File: config.mk
export PLATFORM = sky130hd
export DESIGN_NAME = hbridge_deadtime_ctrl
export DESIGN_NICKNAME = d
export VERILOG_FILES = /design/src/rtl/hbridge_deadtime_ctrl.sv
export SDC_FILE = /design/constraint.sdc
export NUM_CORES = 1
export LEC_CHECK = 0
export CAP_MARGIN = 15
export CORE_ASPECT_RATIO = 0.5
export CORE_MARGIN = 3
export CORE_UTILIZATION = 45
export CTS_CLUSTER_DIAMETER = 120
export CTS_CLUSTER_SIZE = 12
export DETAILED_ROUTE_END_ITERATION = 10
export PLACE_DENSITY = 0.77
export SLEW_MARGIN = 20
export SYNTH_ARGS = -nofsm -noshare
export SYNTH_HDL_FRONTEND = slang
export SYNTH_SLANG_ARGS = --single-unit
export TNS_END_PERCENT = 1
File: constraint.sdc
create_clock -name clk -period 2.7 [get_ports clk]
set_input_delay 0.405 -clock clk [delete_from_list [all_inputs] [get_ports clk]]
set_output_delay 0.405 -clock clk [all_outputs]
set_load 0.03 [all_outputs]
File: src/rtl/hbridge_deadtime_ctrl.sv
// Dead-time gate sequencer for N_BR H-bridges: +1/0/-1 commands to 4 gates.
// Ports: clk, rst (async high), ce, deadtime, vcmd -> gates, level, busy;
// with HBRIDGE_FAULT_EN: fault_in, fault_clr -> fault_latched.
module hbridge_deadtime_ctrl #(
  parameter int              N_BR     = 2,
  parameter int              DT_W     = 8,
  parameter logic [N_BR-1:0] INV_MASK = 2'b10
) (
  input  logic              clk,
  input  logic              rst,
  input  logic              ce,
  input  logic [DT_W-1:0]   deadtime,
  input  logic [2*N_BR-1:0] vcmd,
  output logic [4*N_BR-1:0] gates,
  output logic [2*N_BR-1:0] level,
  output logic [N_BR-1:0]   busy
`ifdef HBRIDGE_FAULT_EN
  ,
  input  logic              fault_in,
  input  logic              fault_clr,
  output logic              fault_latched
`endif
);

  // Level encoding: +1 = 2'b01, 0 = 2'b00, -1 = 2'b11, 2'b10 invalid.
  function automatic logic [3:0] pat(
    input logic [1:0] l,
    input logic       inv
  );
    logic [3:0] p;
    p = 4'b0101;
    case (l)
      2'b01:   p = inv ? 4'b1001 : 4'b0110;
      2'b11:   p = inv ? 4'b0110 : 4'b1001;
      default: p = 4'b0101;
    endcase
    return p;
  endfunction

  logic flt_trip;
  logic flt_rel;
  logic flt_hold;

`ifdef HBRIDGE_FAULT_EN
  // Trip is sampled on every edge; release needs an enabled edge.
  assign flt_trip = fault_in;
  assign flt_rel  = fault_latched & ~fault_in & fault_clr & ce;
  assign flt_hold = fault_latched;

  always_ff @(posedge clk or posedge rst) begin
    if (rst) begin
      fault_latched <= 1'b0;
    end else if (fault_in) begin
      fault_latched <= 1'b1;
    end else if (flt_rel) begin
      fault_latched <= 1'b0;
    end
  end
`else
  assign flt_trip = 1'b0;
  assign flt_rel  = 1'b0;
  assign flt_hold = 1'b0;
`endif

  for (genvar i = 0; i < N_BR; i++) begin : g_br
    typedef enum logic {
      STEADY,
      DEAD
    } st_t;

    st_t             st;
    logic [1:0]      cur;
    logic [1:0]      dst;
    logic [1:0]      cmd;
    logic [DT_W-1:0] cnt;
    logic [3:0]      g;
    logic            b;

    assign cmd = vcmd[2*i +: 2];

    always_ff @(posedge clk or posedge rst) begin
      if (rst) begin
        st  <= STEADY;
        cur <= 2'b00;
        dst <= 2'b00;
        cnt <= '0;
        g   <= 4'b0101;
        b   <= 1'b0;
      end else if (flt_trip) begin
        // All switches open; FSM state frozen.
        g <= 4'b0000;
        b <= 1'b0;
      end else if (flt_rel) begin
        // Leave the fault through an all-off window into level 0.
        st  <= DEAD;
        dst <= 2'b00;
        cnt <= '0;
        g   <= 4'b0000;
        b   <= 1'b1;
      end else if (flt_hold) begin
        g <= 4'b0000;
      end else if (ce) begin
        case (st)
          STEADY: begin
            if (cmd != 2'b10 && cmd != cur) begin
              st  <= DEAD;
              dst <= cmd;
              cnt <= '0;
              g   <= pat(cur, INV_MASK[i])
                   & pat(cmd, INV_MASK[i]);
              b   <= 1'b1;
            end
          end
          DEAD: begin
            if (cnt >= deadtime) begin
              st  <= STEADY;
              cur <= dst;
              cnt <= '0;
              g   <= pat(dst, INV_MASK[i]);
              b   <= 1'b0;
            end else if (cnt != {DT_W{1'b1}}) begin
              cnt <= cnt + 1'b1;
            end
          end
          default: st <= STEADY;
        endcase
      end
    end

    assign gates[4*i +: 4] = g;
    assign level[2*i +: 2] = cur;
    assign busy[i]         = b;
  end

endmodule

==> summary.md <==
| Metric | Value |
|---|---|
| Min Clock Period, post-route | `roughly 2.2 ns` |
| Share of the synthesized area in the top cell type | `about a third` |
| Count leader, synth | `dfrtp_1` |
| I/O pin count | `29` |
| Hold-fix buffers, CTS | `0` |
| Reg2reg end | `g_br[1].g[1]` |
| Pwr/cell area | `983 nW/um^2` |
| FF/Latch Area | `just over 900 um^2` |
| Routed Antenna Nets | `0` |
| Clock skew after layout | `0.00534 ns` |
| Hold-critical path endpoint | `g_br[1].g[0]` |
| Post-synth EDFFs | `0` |
| Post-Syn Instances | `250` |
| Crit path max fanout | `5` |
| Initial antenna violation count | `0` |
| Vias in the first global route | `about 1800` |
| Clock buffer depth | `2` |
| Remaining global-route overflow | `0` |
| Setup slack, reg-to-reg | `about 0.65 ns` |
| Clk pwr share | `about a fifth` |
| Hold path cells | `2` |
| Mean Syn Cell Area | `between 9 and 10 um^2` |
| Multi-input gate area | `roughly 1200 um^2` |
| Layout area overhead | `20.8%` |
| Post-DP HPWL | `approximately 3600 um` |
| Max Cap Viol | `0` |
| Routed wire per std cell | `around 15 um` |
| Seq/Total Area, Yosys | `between 30% and 40%` |
| Final setup TNS | `0 ns` |
| Setup WS post-layout | `0.455 ns` |
| Routed WL | `approximately 5100 um` |
| Critical path launch point type | `input port` |
| Synth area leader | `dfrtp_1` |
| # DRC | `0` |
| Synth cell types | `38` |
| CTS Buf Count | `5` |
| Hold Startpoint | `g_br[1].g[0]` |
| Fin. Hold Viols | `0` |
| Largest net degree at the start of global routing | `37` |
| # H-tree levels | `2` |
| First-pass GRT wire length | `~8400 um` |
| Detailed Routing Iterations Pass 1 | `4` |
| Power share of the sequential group | `37.4%` |
| Layout cells sized above 1 | `10.3%` |
| Crit-path cells | `clkdlybuf4s50_1 > inv_1 > ha_1 > a211oi_1 > o21ai_1 > a211oi_4 > a21oi_2 > mux2_1` |
| Worst-skew pair later-pin latency | `between 0.2 and 0.3 ns` |
| Setup repair bufs after CTS | `0` |
| Die W | `about 110 um` |
| Startpoint of the worst register-to-register path | `g_br[1].cnt[2]` |
| Total power | `between 0.002 and 0.003 W` |
| CP Class | `in -> reg` |
| Rows | `17` |
| Slowest CP cell | `clkdlybuf4s50_1` |
| Via density | `5.57` |
| Slew Viols, Final | `0` |
| Post-synth top cells | `dfrtp_1 (32), a21oi_1 (27), inv_1 (26)` |
| Port bufs | `28` |
| Yosys warns | `0` |
| Die ar. | `between 5000 and 6000 um^2` |
| Final worst-path cycle share | `between 80 and 90%` |
| Slew Limit Headroom | `approximately two thirds` |
| RSZ-0062 raised after global routing | `false` |
| Synthesized Nets | `~280` |
| Core Footprint | `roughly 4600 um^2` |
| Post_cts resized | `0` |
| Initial Utilization | `slightly below 50%` |
| Crit. End Element | `flop` |
| Gpl congestion | `0.870` |
| TritonCTS clock tree | `yes` |
| Via count | `between 1500 and 2000` |
| Fillers | `slightly below 400` |
| Post-Place Worst Slack | `0.157 ns` |
| Initial DRC count | `between 100 and 150` |
| Crit path DAT | `around 2.4 ns` |
| F_max | `445 MHz` |
| Post-Synthesis Cell Area | `between 2000 and 2500 um^2` |
| Switching fraction of total power | `roughly two fifths` |
| Final-stage net count | `~310` |
| Synth top area cells | `dfrtp_1 (35%), ha_1 (9.9%), a21oi_1 (5.9%), dfstp_2 (4.6%), mux2_2 (4.5%)` |
| Asr flop ratio synth | `100%` |
| Slowest stage delay, CP | `about 0.45 ns` |
| Post-synth top flop | `dfrtp_1` |
| LEAKAGE | `1.25 nW` |
| Clock Pin Slew Worst Setup and Hold Paths | `about 0.08 ns` |
| Clock root buffer | `clkbuf_8` |
| Peak VDD IR | `0.000526 V` |
| Clock sinks | `36` |
| Status | `finished, final reports clean` |
| Depth of the worst register-to-register path | `6` |
| Total GRT Usage | `17.5%` |
| Setup-failing EPs final | `0` |
| Worst path required time | `~2.9 ns` |
| Switch Pwr | `approximately 0.0011 W` |
| Combinational Power Share | `between 40% and 50%` |
| Worst hold path type | `reg -> reg` |
| Cell-internal power | `0.00161 W` |
| Flops & latches, synth | `36` |
| Antenna diode count | `0` |
| Slew @ Worst Pin | `about 0.51 ns` |
| Die H | `about 56 um` |
==> routing by layer <==
layer,track usage [%],wire length [um]
met1,23.3,2410
met3,4.82,234
met4,5.46,27
met2,28.1,2380
met5,0,0
==> final cells by class <==
cell class                 count  area share (%)
clock inverter                 1            1.09
multi-input combinational    179            44.6
timing repair buffer          32            11.3
inverter                      26            3.55
tap                           66            3.00
clock buffer                   7            3.50
sequential                    36            33.0
==> cell families (layout without fill, tap and decap cells) <==
group                    count (synthesis)  in the layout  synth area share (%)
AO/OA/AOI/OAI                           80             80                  22.4
adder cells (fa/ha/maj)                 18             18                  9.90
multiplexers                            14             14                  6.93
AND/OR/NAND/NOR                         67             67                  14.6
buffers and inverters                   35             66                  6.27
flip-flops                              36             36                  39.8
==> sequential cells by signal, summed over array words and instances, names as in the netlist <==
name,count
g_br.st,2
g_br.cur,4
g_br.dst,4
g_br.g,8
g_br.b,2
g_br.cnt,16
==> how the worst max path moves through the flow <==
stage | startpoint | to | slack (ns) | depth (start not counted)
finish | deadtime[2] | g_br[1].g[1] | 0.46 | 8
global route | deadtime[2] | g_br[0].cnt[1] | 0.30 | 9
CTS | deadtime[2] | g_br[0].cnt[0] | 0.46 | 9
detailed placement | deadtime[2] | g_br[1].g[1] | 0.16 | 8
global placement | deadtime[2] | g_br[1].g[1] | 0.19 | 8
floorplan | deadtime[2] | g_br[1].g[1] | 0.62 | 7
==> critical path, delay by kind of cell <==
kind            cells  cell delay, ns
buf+inv             2            0.51
mux                 1            0.34
fa+ha+maj           1            0.30
compound gates      4            0.86
==> cells in the final DEF (no fill, tap or decap), drive strengths merged, types with 4 or more instances in the layout <==
cell type,netlist,routed
dfrtp,32,32
clkdlybuf4s50,0,28
a21oi,28,28
inv,26,26
o21ai,19,19
ha,18,18
nand3,15,15
nor2,14,14
nand2,13,13
mux2,11,11
nand4,8,8
clkbuf,6,7
nand2b,6,6
o31ai,6,6
and3,5,5
a211oi,5,5
a22oi,4,4
dfstp,4,4
buf,3,4
==> power groups by stage <==
stage | logic [W] | clock network [W] | registers, W
5_1_grt | 0.00129 | 0.000559 | 0.00105
4_1_cts | 0.00117 | 0.000537 | 0.00100
2_1_floorplan | 0.000712 | 0 | 0.00108
6_report | 0.00116 | 0.000530 | 0.00101
3_5_place_dp | 0.00116 | 0 | 0.00101
3_3_place_gp | 0.00113 | 0 | 0.00100
==> stage by stage <==
step / util, % / hold slack, ns / instances / cell area, um^2
floorplan: - / 0.472 / 250 / 2270
global placement: 56.6 / 0.471 / 339 / 2620
detailed placement: 56.6 / 0.458 / 339 / 2620
CTS: 59.3 / 0.478 / 347 / 2750
global route: 59.3 / 0.492 / 347 / 2750
finish: 59.3 / 0.474 / 347 / 2750
Note: power is estimated with default switching activity, not from simulation.
